**src/rtl/dds_defs_pkg.sv**
```systemverilog
// Shared DDS definitions: width constants, signal type codes and the sequencer FSM encoding.
package dds_defs;

    localparam int SIGNAL_TYPE_BIT = 2;
    localparam int DAC_MAX_V_BIT   = 12;
    localparam int ROM_PHASE_BIT   = 16;
    localparam int OFFSET_BIT      = 12;

    typedef enum logic [1:0] {
        SINE     = 2'd0,
        SQUARE   = 2'd1,
        TRIANGLE = 2'd2
    } sig_type_e;

    typedef enum logic [1:0] {
        ST_IDLE   = 2'd0,
        ST_PEND   = 2'd1,
        ST_COMMIT = 2'd2,
        ST_RAMP   = 2'd3
    } cfg_state_e;

endpackage

```
**src/rtl/dds_cfg_sequencer.sv**
```systemverilog
// Shadows UART parameter sets and commits them to the DDS core on a phase wrap (or timeout).
// Optional amplitude ramping on wraps is enabled by defining DDS_AMP_RAMP_EN.
module dds_cfg_sequencer
    import dds_defs::*;
#(
    parameter int BN_ST     = SIGNAL_TYPE_BIT,
    parameter int BN_A      = DAC_MAX_V_BIT - 1,
    parameter int BN_F      = ROM_PHASE_BIT - 1,
    parameter int BN_O      = OFFSET_BIT,
    parameter int TYPE_MAX  = 2,
    parameter int TIMEOUT   = 1023,
    parameter int RAMP_STEP = 16
) (
    input  logic             clk,
    input  logic             rst,
    input  logic             new_data_flag,
    input  logic [BN_ST-1:0] in_type,
    input  logic [BN_F-1:0]  in_frequency,
    input  logic [BN_O-1:0]  in_offset,
    input  logic [BN_A-1:0]  in_amplitude,
    input  logic             phase_wrap,
    output logic [BN_ST-1:0] sig_type,
    output logic [BN_F-1:0]  sig_frequency,
    output logic [BN_O-1:0]  sig_offset,
    output logic [BN_A-1:0]  sig_amplitude,
    output logic             cfg_update,
    output logic             busy,
    output logic             cfg_err
);

    localparam int          CW      = $clog2(TIMEOUT + 1);
    localparam logic [31:0] TO_LAST = TIMEOUT - 1;

    cfg_state_e       state;
    logic [CW-1:0]    cnt;
    logic [BN_ST-1:0] sh_type;
    logic [BN_F-1:0]  sh_frequency;
    logic [BN_O-1:0]  sh_offset;
    logic [BN_A-1:0]  sh_amplitude;
    logic             type_ok;
    logic             flag_ok;
    logic             to_hit;

    assign type_ok = {{(32-BN_ST){1'b0}}, in_type} <= $unsigned(TYPE_MAX);
    assign flag_ok = new_data_flag && type_ok;
    // Leave PEND on the edge where the counter would reach TIMEOUT-1.
    assign to_hit  = ({{(32-CW){1'b0}}, cnt} + 32'd1) >= TO_LAST;
    assign busy    = (state != ST_IDLE);

`ifdef DDS_AMP_RAMP_EN
    localparam logic [BN_A:0] STEP_W = RAMP_STEP[BN_A:0];
    logic [BN_A-1:0] amp_nxt;

    // One step toward the target, clamped so the target is never crossed.
    always_comb begin
        amp_nxt = sh_amplitude;
        if (sig_amplitude < sh_amplitude) begin
            if ({1'b0, sh_amplitude - sig_amplitude} > STEP_W)
                amp_nxt = sig_amplitude + STEP_W[BN_A-1:0];
        end else if ({1'b0, sig_amplitude - sh_amplitude} > STEP_W) begin
            amp_nxt = sig_amplitude - STEP_W[BN_A-1:0];
        end
    end
`endif

    always_ff @(posedge clk or negedge rst) begin
        if (!rst) begin
            state         <= ST_IDLE;
            cnt           <= '0;
            sh_type       <= '0;
            sh_frequency  <= '0;
            sh_offset     <= '0;
            sh_amplitude  <= '0;
            sig_type      <= '0;
            sig_frequency <= '0;
            sig_offset    <= '0;
            sig_amplitude <= '0;
            cfg_update    <= 1'b0;
            cfg_err       <= 1'b0;
        end else begin
            cfg_update <= 1'b0;
            if (new_data_flag && !type_ok)
                cfg_err <= 1'b1;
            if (flag_ok) begin
                sh_type      <= in_type;
                sh_frequency <= in_frequency;
                sh_offset    <= in_offset;
                sh_amplitude <= in_amplitude;
            end

            case (state)
                ST_IDLE: begin
                    if (flag_ok)
                        state <= ST_PEND;
                end
                ST_PEND: begin
                    cnt <= cnt + CW'(1);
                    if (phase_wrap || to_hit)
                        state <= ST_COMMIT;
                end
                ST_COMMIT: begin
                    // Shadow is read before this edge's capture, so a flag here commits the old set.
                    sig_type      <= sh_type;
                    sig_frequency <= sh_frequency;
                    sig_offset    <= sh_offset;
                    cnt           <= '0;
                    cfg_update    <= 1'b1;
`ifdef DDS_AMP_RAMP_EN
                    state <= flag_ok ? ST_PEND : ST_RAMP;
`else
                    sig_amplitude <= sh_amplitude;
                    state <= flag_ok ? ST_PEND : ST_IDLE;
`endif
                end
                ST_RAMP: begin
`ifdef DDS_AMP_RAMP_EN
                    if (flag_ok) begin
                        state <= ST_PEND;
                    end else if (sig_amplitude == sh_amplitude) begin
                        state <= ST_IDLE;
                    end else if (phase_wrap) begin
                        sig_amplitude <= amp_nxt;
                        if (amp_nxt == sh_amplitude)
                            state <= ST_IDLE;
                    end
`else
                    state <= ST_IDLE;
`endif
                end
                default: state <= ST_IDLE;
            endcase
        end
    end

endmodule
```
**config.mk**
```make
export PLATFORM = sky130hd
export DESIGN_NAME = dds_cfg_sequencer
export DESIGN_NICKNAME = d
export VERILOG_FILES = /design/src/rtl/dds_defs_pkg.sv /design/src/rtl/dds_cfg_sequencer.sv
export SDC_FILE = /design/constraint.sdc
export NUM_CORES = 1
export LEC_CHECK = 0
export ABC_CLOCK_PERIOD_IN_PS = 2800
export BUFFER_PORTS_ARGS = -buffer_cell sky130_fd_sc_hd__buf_2
export CORE_MARGIN = 4
export CORE_UTILIZATION = 25
export CTS_BUF_LIST = sky130_fd_sc_hd__clkbuf_8
export DETAILED_ROUTE_END_ITERATION = 10
export PLACE_DENSITY_LB_ADDON = 0.15
export SLEW_MARGIN = 15
export SYNTH_ARGS = -nofsm -noshare
export SYNTH_HDL_FRONTEND = slang
export SYNTH_SLANG_ARGS = --single-unit
```
**constraint.sdc**
```tcl
create_clock -name clk -period 2.8 [get_ports clk]
set_input_delay 0.42 -clock clk [delete_from_list [all_inputs] [get_ports clk]]
set_output_delay 0.42 -clock clk [all_outputs]
set_load 0.005 [all_outputs]
```
==> run metrics <==
status finished clean; R2R Setup Slk roughly 650 ps; DR DRC count 0; Final period util roughly three quarters; Crit Path Class reg2reg; TNS Setup 0 ps; WL/cell around 15 um; layout cells sized above 1 around 52%; CP Cell Sequence ha_1 -> nand2b_1 -> or4b_1 -> a31oi_2 -> o22ai_1 -> mux2_4; fin nets 398; Buffers on Ports 86; total design power 0.004674 W; initial antenna violation count 0; Leakage between 2 and 2.5 nW; CTS sink count 94; Starting Density roughly 26%; drt total wl just under 8 mm; Core Footprint ~15000 sq um; Top Layer Used met4; cells after synthesis 258; #FFs+latches synth 94; Slew headroom between 50% and 60%; total gr overflow 0; GP Congestion between 0.6 and 0.7; Post-CTS Setup Inserts 0; CP endpoint state[1]$_DFFE_PN0P_; height of the die about 130 um; Synth Warn # 0; WHS 71.35 ps; Reg2Reg Launch Point cnt[0]$_DFFE_PN0P_; reg2reg end state[1]$_DFFE_PN0P_; worst vdd ir roughly 0.00037 V; Fin Clk Skew ~12 ps; DR WL met3 480 um; CTS tree built; hold buffers post-CTS 0; worst-path fanout max 7; RSZ-0062 raised after global routing no; Final ANT Viol Nets 0; Tot GR Track Use between 9 and 10%; Area Overhead vs Synth 24.69%; Max-Cap Viols 0; vias around 2400; clock buffer count from CTS 9; Slew @ Worst Pin about 680 ps; post-synthesis cell type count 31; post-synthesis area per instance 14.67 sq um; die area around 17000 sq um; diodes inserted 0; Final min period between 2000 and 2500 ps; Min-Delay Path Class in2async; clock buffer depth 2; initial drt markers 63; Worst-path clk slew ~100 ps; final setup fails 0; I/O Pins 87; Clock Latency Late Sink between 300 and 400 ps; pin count of the biggest net entering global routing 52; syn nets 308; Root Driver clkbuf_8; beginning of the critical path cnt[0]$_DFFE_PN0P_; max incr delay on CP 460 ps; Worst EP arrival approximately 2400 ps; vias in the first global route approximately 2500; fin. max-slew vios 0; Req. time, crit path around 3100 ps; met2 WL between 3 and 4 mm; DRT met1 WL 3.372 mm; Pwr per Cell Area about 1000 nW/um^2; Post-Syn Area between 3000 and 4000 sq um; DIE WIDTH roughly 130 um; first-pass GRT wire length around 13 mm; CP Launch Type register; site row count 44; drt first pass iters 4; sequential area share after synthesis 62.15%; worst reg-to-reg path cell count 6; crit end category register; # resized after CTS 0; f_max approximately 460 MHz; hpwl dp approximately 5.4 mm; Vias/cell roughly 4.4; final hold vios 0; Crit-path slowest cell dfrtp_1; CTS H-tree depth 3
## cell families (layout without fill, tap and decap cells)
group / count (synthesis) / in the layout / synth area share [%]
flops: 94 / 94 / 62.15
mux: 85 / 85 / 25.36
simple gates: 25 / 25 / 3.868
buf+inv: 25 / 120 / 2.479
compound gates: 23 / 23 / 4.165
fa+ha+maj: 6 / 6 / 1.983
## synthesized netlist by cell type
master    number  area [sq um]
nand2b_1       2         12.51
nand3_2        1         10.01
nor4_1         1         6.260
o22ai_1        8         50.05
a21oi_1        3         15.01
a311o_1        1         10.01
buf_1          4         15.01
clkbuf_1       9         33.78
a31oi_1        3         18.77
nand3_1        2         10.01
nor2b_1        1         6.260
nor2_1         5         18.77
a21boi_2       1         11.26
dfrtp_1       94          2352
inv_1         12         45.04
nor3b_1        2         15.01
o21ai_1        3         15.01
and3_1         2         12.51
a31oi_2        1         12.51
o221ai_1       1         8.760
mux2i_1        1         10.01
a31o_2         1         8.760
mux2_1        15         168.9
mux2_4         1         15.01
o21a_1         1         7.510
nand4_1        2         12.51
and4_1         2         17.52
nand2_1        4         15.01
or4b_1         1         10.01
ha_1           6         75.07
mux2_2        68         765.7
## cell usage in the layout (no fill, tap or decap), types with 2 or more instances in the layout
cell and n:
and3_1 2, inv_6 2, nand2_1 4, mux2_2 68, a21oi_1 3, ha_1 5
nor2_1 5, inv_1 12, buf_4 6, clkbuf_8 10, mux2_1 15, a31oi_1 3
nor3b_1 2, bufinv_16 3, nand4_1 2, o22ai_1 8, o21ai_1 3, dfrtp_1 94
and4_1 2, nand3_1 2, buf_2 85, nand2b_1 2
## worst max-delay path, delay by kind of cell, from the launching register on
kind | cells | cell delay, ps
AO/OA/AOI/OAI | 2 | 380
multiplexers | 1 | 320
flip-flops | 1 | 460
adder cells (fa/ha/maj) | 1 | 340
AND/OR/NAND/NOR | 2 | 570
## flip-flops by register name, indices dropped and copies added (netlist names)
signal	cells
cfg_err	1
sh_type	2
sh_offset	12
cnt	10
state	2
sh_amplitude	11
sig_amplitude	11
cfg_update	1
sh_frequency	15
sig_frequency	15
sig_offset	12
sig_type	2
## worst min-delay path by stage
stage | from | end | slack, ps | cells past startpoint
6_report | rst | sig_frequency[14]$_DFFE_PN0P_ | 70 | 1
3_3_place_gp | cfg_err$_DFFE_PN0P_ | cfg_err$_DFFE_PN0P_ | 450 | 1
3_5_place_dp | cfg_err$_DFFE_PN0P_ | cfg_err$_DFFE_PN0P_ | 450 | 1
2_1_floorplan | rst | cfg_err$_DFFE_PN0P_ | 120 | 0
5_1_grt | rst | sig_frequency[14]$_DFFE_PN0P_ | 100 | 1
4_1_cts | rst | sig_frequency[14]$_DFFE_PN0P_ | 80 | 1
## power by group
part | internal, W | switching, W
sequential | 0.00181 | 0.000258
combinational | 0.000810 | 0.000681
clock | 0.000624 | 0.000489
## area by class of cell
cell class	count	area [sq um]
Clock buffer	10	137.6
Timing Repair Buffer	92	490.5
Multi-Input combinational cell	139	1349
Inverter	12	45.04
Fill cell	1489	9980
Sequential cell	94	2352
Tap cell	184	230.2
Clock inverter	6	115.1
## routing by layer
| layer | GRT usage, % | vias to the layer above |
|---|---|---|
| met5 | 0 | - |
| li1 | - | 1090 |
| met2 | 16.13 | 58 |
| met1 | 11.38 | 1223 |
| met4 | 4.053 | 0 |
| met3 | 3.374 | 9 |
## stage by stage
step           setup slack, ps  instances  util (%)  instance area, sq um
2_1_floorplan            772.6        258         -                  3785
3_3_place_gp             704.3        521     30.39                  4467
3_5_place_dp             660.5        521     30.39                  4467
4_1_cts                  649.2        537     32.11                  4720
5_1_grt                  516.3        537     32.11                  4720
6_report                 647.1        537     32.11                  4720
Power figures use the tool's default switching activity.
